<file path="src/rtl/alu_cmd_sequencer.sv">
// Command/response front-end for the 8-bit combinational ALU. Registers a tagged
// command onto the ALU inputs, waits a fixed settle time, then captures the result
// and flags and returns them as a tagged response. Also tracks sticky flags and a
// saturating count of completed operations.
module alu_cmd_sequencer #(
  parameter int unsigned DATA_WIDTH    = 8,
  parameter int unsigned TAG_WIDTH     = 4,
  parameter int unsigned SETTLE_CYCLES = 1,
  parameter int unsigned CNT_WIDTH     = 16
) (
  input  logic                  i_clk,
  input  logic                  i_rst,
  // command channel
  input  logic                  i_cmd_valid,
  output logic                  o_cmd_ready,
  input  logic [2:0]            i_cmd_opcode,
  input  logic [DATA_WIDTH-1:0] i_cmd_a,
  input  logic [DATA_WIDTH-1:0] i_cmd_b,
  input  logic [TAG_WIDTH-1:0]  i_cmd_tag,
  // ALU side
  output logic [DATA_WIDTH-1:0] o_alu_a,
  output logic [DATA_WIDTH-1:0] o_alu_b,
  output logic [2:0]            o_alu_opcode,
  input  logic [DATA_WIDTH-1:0] i_alu_result,
  input  logic                  i_alu_zero,
  input  logic                  i_alu_carry,
  input  logic                  i_alu_negative,
  input  logic                  i_alu_overflow,
  // response channel
  output logic                  o_rsp_valid,
  input  logic                  i_rsp_ready,
  output logic [DATA_WIDTH-1:0] o_rsp_result,
  output logic [3:0]            o_rsp_flags,
  output logic [TAG_WIDTH-1:0]  o_rsp_tag,
  // status
  output logic [3:0]            o_sticky_flags,
  input  logic                  i_sticky_clr,
  output logic [CNT_WIDTH-1:0]  o_op_count
);

  // Counter holds SETTLE_CYCLES-1 at most, so 4 bits cover the 1..15 range.
  localparam logic [3:0] SettleInit = 4'(SETTLE_CYCLES - 1);

  typedef enum logic [1:0] {
    StIdle,
    StSettle,
    StResp
  } state_e;

  state_e                r_state;
  state_e                w_state_d;
  logic [3:0]            r_cnt;
  logic [3:0]            w_cnt_d;
  logic [DATA_WIDTH-1:0] r_alu_a;
  logic [DATA_WIDTH-1:0] r_alu_b;
  logic [2:0]            r_alu_opcode;
  logic [TAG_WIDTH-1:0]  r_tag;
  logic [DATA_WIDTH-1:0] r_rsp_result;
  logic [3:0]            r_rsp_flags;
  logic [3:0]            r_sticky;
  logic [3:0]            w_sticky_d;
  logic [CNT_WIDTH-1:0]  r_op_count;

  logic       w_accept;
  logic       w_capture;
  logic       w_rsp_done;
  logic       w_cmd_ready;
  logic       w_rsp_valid;
  logic [3:0] w_flags;

  assign w_flags = {i_alu_zero, i_alu_carry, i_alu_negative, i_alu_overflow};

  // Next-state, handshake strobes and state-only outputs (no path from rsp_ready to cmd_ready).
  always_comb begin
    w_state_d   = r_state;
    w_cnt_d     = r_cnt;
    w_accept    = 1'b0;
    w_capture   = 1'b0;
    w_rsp_done  = 1'b0;
    w_cmd_ready = 1'b0;
    w_rsp_valid = 1'b0;
    case (r_state)
      StIdle: begin
        w_cmd_ready = 1'b1;
        if (i_cmd_valid) begin
          w_accept  = 1'b1;
          w_cnt_d   = SettleInit;
          w_state_d = StSettle;
        end
      end
      StSettle: begin
        if (r_cnt == 4'd0) begin
          w_capture = 1'b1;
          w_state_d = StResp;
        end else begin
          w_cnt_d = r_cnt - 4'd1;
        end
      end
      StResp: begin
        w_rsp_valid = 1'b1;
        if (i_rsp_ready) begin
          w_rsp_done = 1'b1;
          w_state_d  = StIdle;
        end
      end
      default: w_state_d = StIdle;
    endcase
  end

  // Sticky flags: a clear on the capture edge wipes old history before the new flags merge.
  always_comb begin
    w_sticky_d = r_sticky;
    if (i_sticky_clr) w_sticky_d = 4'b0000;
    if (w_capture)    w_sticky_d = w_sticky_d | w_flags;
  end

  // FSM state and settle counter.
  always_ff @(posedge i_clk or posedge i_rst) begin
    if (i_rst) begin
      r_state <= StIdle;
      r_cnt   <= 4'd0;
    end else begin
      r_state <= w_state_d;
      r_cnt   <= w_cnt_d;
    end
  end

  // Datapath registers: operands/tag on accept, result/flags on capture, status counters.
  always_ff @(posedge i_clk or posedge i_rst) begin
    if (i_rst) begin
      r_alu_a      <= '0;
      r_alu_b      <= '0;
      r_alu_opcode <= 3'd0;
      r_tag        <= '0;
      r_rsp_result <= '0;
      r_rsp_flags  <= 4'b0000;
      r_sticky     <= 4'b0000;
      r_op_count   <= '0;
    end else begin
      if (w_accept) begin
        r_alu_a      <= i_cmd_a;
        r_alu_b      <= i_cmd_b;
        r_alu_opcode <= i_cmd_opcode;
        r_tag        <= i_cmd_tag;
      end
      if (w_capture) begin
        r_rsp_result <= i_alu_result;
        r_rsp_flags  <= w_flags;
      end
      r_sticky <= w_sticky_d;
      if (w_rsp_done && (r_op_count != {CNT_WIDTH{1'b1}})) begin
        r_op_count <= r_op_count + CNT_WIDTH'(1);
      end
    end
  end

  assign o_cmd_ready    = w_cmd_ready;
  assign o_rsp_valid    = w_rsp_valid;
  assign o_alu_a        = r_alu_a;
  assign o_alu_b        = r_alu_b;
  assign o_alu_opcode   = r_alu_opcode;
  // Tag register only changes on accept, so it is stable for the whole response.
  assign o_rsp_tag      = r_tag;
  assign o_rsp_result   = r_rsp_result;
  assign o_rsp_flags    = r_rsp_flags;
  assign o_sticky_flags = r_sticky;
  assign o_op_count     = r_op_count;

endmodule
</file>
<file path="config.mk">
export PLATFORM = sky130hd
export DESIGN_NAME = alu_cmd_sequencer
export DESIGN_NICKNAME = d
export VERILOG_FILES = /design/src/rtl/alu_cmd_sequencer.sv
export SDC_FILE = /design/constraint.sdc
export NUM_CORES = 1
export LEC_CHECK = 0
export BUFFER_PORTS_ARGS = -buffer_cell sky130_fd_sc_hd__buf_2
export CORE_ASPECT_RATIO = 0.5
export CORE_MARGIN = 2
export CORE_UTILIZATION = 51
export CTS_BUF_LIST = sky130_fd_sc_hd__clkbuf_4 sky130_fd_sc_hd__clkbuf_8
export CTS_CLUSTER_DIAMETER = 60
export DETAILED_ROUTE_END_ITERATION = 8
export PLACE_DENSITY = 0.81
export SLEW_MARGIN = 20
export SYNTH_ARGS = -nofsm -noshare
export SYNTH_HDL_FRONTEND = slang
export SYNTH_SLANG_ARGS = --single-unit
</file>
<file path="constraint.sdc">
create_clock -name i_clk -period 2.2 [get_ports i_clk]
set_clock_uncertainty 0.05 [all_clocks]
set_input_delay 0.44 -clock i_clk [delete_from_list [all_inputs] [get_ports i_clk]]
set_output_delay 0.44 -clock i_clk [all_outputs]
set_load 0.01 [all_outputs]
</file>
# Word-level counts from Yosys, hierarchy flattened
# Index checks and enable logic that the tools add are counted.
[word_totals] out_inout_bits=57 reg_bits=61
[op_classes] n_mux=17 n_addsub=2 bitwise_logic=1 eq_ne=7 reduce_logical=6
[ops] cell="adder 16 x 1 -> 16 bit, second input constant" count=1
[ops] cell="2-to-1 mux 4 bit" count=4
[ops] cell="inequality test 16 bit, second input constant" count=1
[ops] cell="2-to-1 mux 1 bit" count=8
[ops] cell="inequality test 2 bit, second input constant" count=4
[ops] cell="one-hot mux 4 bit (2 select lines)" count=1
[ops] cell="2-to-1 mux 2 bit" count=3
[ops] cell="one-hot mux 2 bit (3 select lines)" count=1
[ops] cell="AND reduction 3 bit" count=2
[ops] cell="zero test 4 bit" count=1
[ops] cell="OR 4 bit" count=1
[ops] cell="subtractor 4 x 1 -> 4 bit, second input constant" count=1
[ops] cell="== test 2 x 1 -> 1 bit, second input constant" count=1
[ops] cell="== test 2 bit, second input constant" count=1
[ops] cell="zero test 2 bit" count=1
[ops] cell="nonzero test 2 bit" count=1
[ops] cell="logical AND 1 bit" count=1

# Depth between registers and ports, before layout
[depth] ltp_word=4 mapped_depth=8 mapped_depth_nobuf=6

# Least setup slack after synthesis
# OpenSTA, ideal clock, no wires.
[synth_path] path_kind="reg2reg" startpoint="register r_op_count[0] (netlist: o_op_count[0])" endpoint="register r_op_count[1] (netlist: o_op_count[1])" path_buffers=0 path_stages_with_launch=6 t_required_ns=2.025 slack_ns=0.337 arrival_ns=1.689 setup_ns=0.125 path_cell_list="dfrtp_1 ha_1 and4_1 and4bb_2 nor2_1 mux2_2"
[synth_via] elab_chain_cells=2 elab_cells_between_ends=3
[synth_lines] element="start, declared" line="62" rtl="logic [CNT_WIDTH-1:0] r_op_count;"
[synth_lines] element="start signal, assigned" line="152" rtl="r_op_count <= r_op_count + CNT_WIDTH'(1);"
[synth_lines] element="parallel branches: the longest is 2 deep, another holds adder 16 x 1 -> 16 bit"
# Parallel ways; which one is timed is not known.
# A chain may end at the register's enable or synchronous reset.

# Worst setup path after layout
# Same ends and word-level chain as after synthesis.

==> summary.md <==
| Metric | Value |
|---|---|
| Drt via density | 4.98 |
| Vertical die dimension | 54.3 µm |
| CP Max Fanout | 6 |
| Post-CTS Repair Setup Buffers | 0 |
| Floorplan core area | 4910 µm² |
| Period utilization | 87.9% |
| Clock tree buffer depth | 2 |
| Crit path largest cell delay | 0.42 ns |
| Post-Route WL | 5.35 mm |
| Placement-stage cell area | 3150 µm² |
| Maximum vdd ir drop | 0.855 mV |
| Share of total power in combinational logic | 35.6% |
| Sequential Power Share | 39.7% |
| RSZ-0062 raised after global routing | no |
| Total of flip-flops plus latches after synthesis | 61 |
| Most area-consuming cells after synthesis | sky130_fd_sc_hd__dfrtp_1, sky130_fd_sc_hd__mux2_2, sky130_fd_sc_hd__nand2_1, sky130_fd_sc_hd__xor2_1, sky130_fd_sc_hd__ha_1 |
| Switching power of the nets | 1.54 mW |
| Maximum number of pins on one net before global-route repair | 54 |
| Max-Slew Margin vs Limit | 70.4% |
| Run status | finished, final reports clean |
| Clock input transition at the sequential cells of the worst setup and hold paths | 0.07 ns |
| Slew of the pin with the lowest slew margin | 0.442 ns |
| Ys Warns | 0 |
| Final setup violating endpoints | 0 |
| Critical Path AT | 2.11 ns |
| Number of I/O port buffers | 96 |
| Routability cong. | 0.827 |
| Post-Synthesis Cells | 223 |
| Post-route cell area | 3390 µm² |
| Number of antenna violations at the first check in global routing | 0 |
| Areal power density over the cells | 1350 nW/µm² |
| Area of the multi-input gates | 986 µm² |
| Clock sink count | 61 |
| Kind of path behind the tightest hold check | in2reg |
| Register cell area after layout | 1530 µm² |
| Maximum Capacitance Violations | 0 |
| Buffer and inverter count on the worst path | 0 |
| I/O pin count | 97 |
| Synthesis-to-finish area growth | 31.2% |
| Post-synth cell types | 34 |
| Xor and xnor area share after synthesis | 4.41% |
| Number of DRC markers after the initial detailed-route iteration | 87 |
| Largest family of logic cells by synthesized area | simple AND/OR/NAND/NOR gates |
| Area share of and/or/nand/nor cells after synthesis | 17.2% |
| CTS HTree Levels | 3 |
| Fraction of synthesized area in multiplexers | 11.7% |
| Detailed-routing iteration count for the pre-antenna-repair pass | 4 |
| Adder-cell share of the synthesized area | 1.45% |
| Overall track demand over capacity in global routing | 19.0% |
| Resize count post-CTS | 0 |
| Detail Route Antenna Nets | 0 |
| Initial cell density of the core | 52.6% |
| Switching Share | 33.7% |
| Share of post-route cells with drive strength above 1 | 44.1% |
| Critical Path RT | 2.37 ns |
| TNS Setup | 0 ns |
| Clock tree from TritonCTS | yes |
| Number of antenna cells inserted | 0 |
| Clock network fraction of design power | 24.7% |
| Reported leakage power | 1.80 nW |
| Overall via count from detail_route | 2005 |
| Number of clock buffers inserted by TritonCTS | 9 |
| Fmax achieved | 0.517 GHz |
| Prevailing post-synth register cell | sky130_fd_sc_hd__dfrtp_1 |
| Internal power contribution | 3.02 mW |
| Delay-heaviest family, CP | simple AND/OR/NAND/NOR gates |
| Area fraction of the dominant cell type after synthesis | 59.1% |
| Nature of the critical path startpoint | flop |
| Critical path's slowest cell | sky130_fd_sc_hd__dfrtp_1 |
| Number of global-route vias before repair | 1828 |
| Avg Synthesized Cell Area | 11.6 µm² |
| Cell area after technology mapping | 2580 µm² |
| Number of cell rows | 18 |
| Most numerous cell types in the synthesized netlist | sky130_fd_sc_hd__dfrtp_1, sky130_fd_sc_hd__nand2_1, sky130_fd_sc_hd__mux2_2 |
| Count of endpoints failing hold in the final timing report | 0 |
| X dimension of the die | 105 µm |
| Synth async-reset ratio | 100% |
| Filler instances | 375 |
| Clk_lat worst skew | 0.33 ns |
| WL per Instance | 13.3 µm |
| Cell accounting for the most synthesized area | sky130_fd_sc_hd__dfrtp_1 |
| Fraction of the mapped netlist area in compound gates | 3.39% |
| Area enclosed by the die boundary | 5680 µm² |
| Portion of the post-synthesis area used by sequential elements | 59.1% |
| # DRC | 0 |
| Most numerous cell in the Yosys netlist | sky130_fd_sc_hd__dfrtp_1 |
| Placed wire-length estimate | 3.92 mm |
| Number of enable flip-flop cells after synthesis | 0 |
| Wire length of the first global-routing pass | 8.14 mm |
| Clock period minus final worst setup slack | 1.93 ns |
| Critical Path Sink Type | flop |
| Critical Setup Path Class | reg2reg |
| Post-synthesis net count | 266 |
| Cell chain of the critical path | ha_1 > and4_1 > and4bb_2 > nor2_1 > mux2_2 |
| Overflow left after global routing | 0 |
| Total number of nets in the final design | 371 |
| Clk root buf | sky130_fd_sc_hd__clkbuf_8 |
| Count of pins over their slew limit | 0 |
power groups by stage:
stage                     Combinational (mW)  Clock, mW  Sequential [mW]
after floorplan                        0.846          0             1.99
after global placement                  1.57          0             1.80
after detailed placement                1.64          0             1.83
after CTS                               1.65       1.15             1.81
after global routing                    1.79       1.20             1.87
final                                   1.62       1.13             1.81
area by class of cell:
cell class | instances | share of cell area, %
Clock buffer | 12 | 4.69
Clock inverter | 4 | 2.07
Inverter | 9 | 0.997
Multi-Input combinational cell | 147 | 29.1
Sequential cell | 61 | 45.1
Tap cell | 70 | 2.58
Timing Repair Buffer | 100 | 15.5
metrics by stage:
stage          setup slack [ns]  std cells  power (mW)  hold slack, ns  util (%)
6_report                  0.265        403        4.56           0.246      69.0
4_1_cts                   0.262        403        4.61           0.232      69.0
3_3_place_gp              0.330        386        3.37           0.308      64.1
2_1_floorplan             0.197        223        2.84           0.450         -
3_5_place_dp              0.268        386        3.47           0.317      64.1
5_1_grt                   0.189        403        4.86           0.243      69.0
layer usage:
| metal | track usage [%] | share of wire, % | up-vias |
|---|---|---|---|
| met5 | 0 | 0 | - |
| met4 | 6.89 | 1.4 | 0 |
| met3 | 7.38 | 4.5 | 11 |
| met2 | 34.3 | 52 | 43 |
| met1 | 21.5 | 42 | 978 |
| li1 | - | - | 973 |
placed cells by master (no fill, tap or decap), types with 3 or more instances in the layout:
cell and instances:
sky130_fd_sc_hd__buf_2 96, sky130_fd_sc_hd__clkbuf_8 11, sky130_fd_sc_hd__dfrtp_1 61, sky130_fd_sc_hd__ha_1 3, sky130_fd_sc_hd__inv_1 7, sky130_fd_sc_hd__mux2_2 25, sky130_fd_sc_hd__nand2_1 47, sky130_fd_sc_hd__nand3_1 7
sky130_fd_sc_hd__nand4_1 5, sky130_fd_sc_hd__nor2_1 8, sky130_fd_sc_hd__nor3_1 5, sky130_fd_sc_hd__nor4_1 3, sky130_fd_sc_hd__o21ai_0 7, sky130_fd_sc_hd__xor2_1 13
tightest hold or removal path, delay by kind of cell:
kind / cells / cell delay (ns)
buffers and inverters: 1 / 0.07
AND/OR/NAND/NOR: 2 / 0.08
state kept, by name (all words and copies together), names as in the netlist:
name	cells
o_sticky_flags	4
o_rsp_tag	4
r_state	2
o_rsp_result	8
o_rsp_flags	4
o_alu_opcode	3
o_op_count	16
r_cnt	4
o_alu_a	8
o_alu_b	8
cell families (layout without fill, tap and decap cells):
logic type | after synthesis | in the layout
AND/OR/NAND/NOR | 89 | 89
AO/OA/AOI/OAI | 15 | 15
XOR/XNOR | 13 | 13
buffers and inverters | 15 | 125
multiplexers | 27 | 27
flip-flops | 61 | 61
adder cells (fa/ha/maj) | 3 | 3
repair_timing:
item / in CTS / in global routing
endpoints found under the setup margin: 0 / 0
hold buffers: 1 / 0
endpoints found under the hold margin: 8 / 0
final timing paths:
path | depth (start not counted) | to | slack [ns] | start
setup / recovery | 5 | o_op_count[1] | 0.27 | o_op_count[0]
hold / removal | 3 | o_rsp_result[7] | 0.25 | i_alu_result[7]
setup reg to reg | 5 | o_op_count[1] | 0.27 | o_op_count[0]
hold reg to reg | 2 | o_rsp_flags[1] | 0.42 | o_rsp_flags[1]
max in group asynchronous | 4 | o_op_count[3] | 1.04 | i_rst
min in group asynchronous | 3 | o_alu_b[5] | 0.52 | i_rst
No activity file was read; power rests on OpenSTA's default activity.
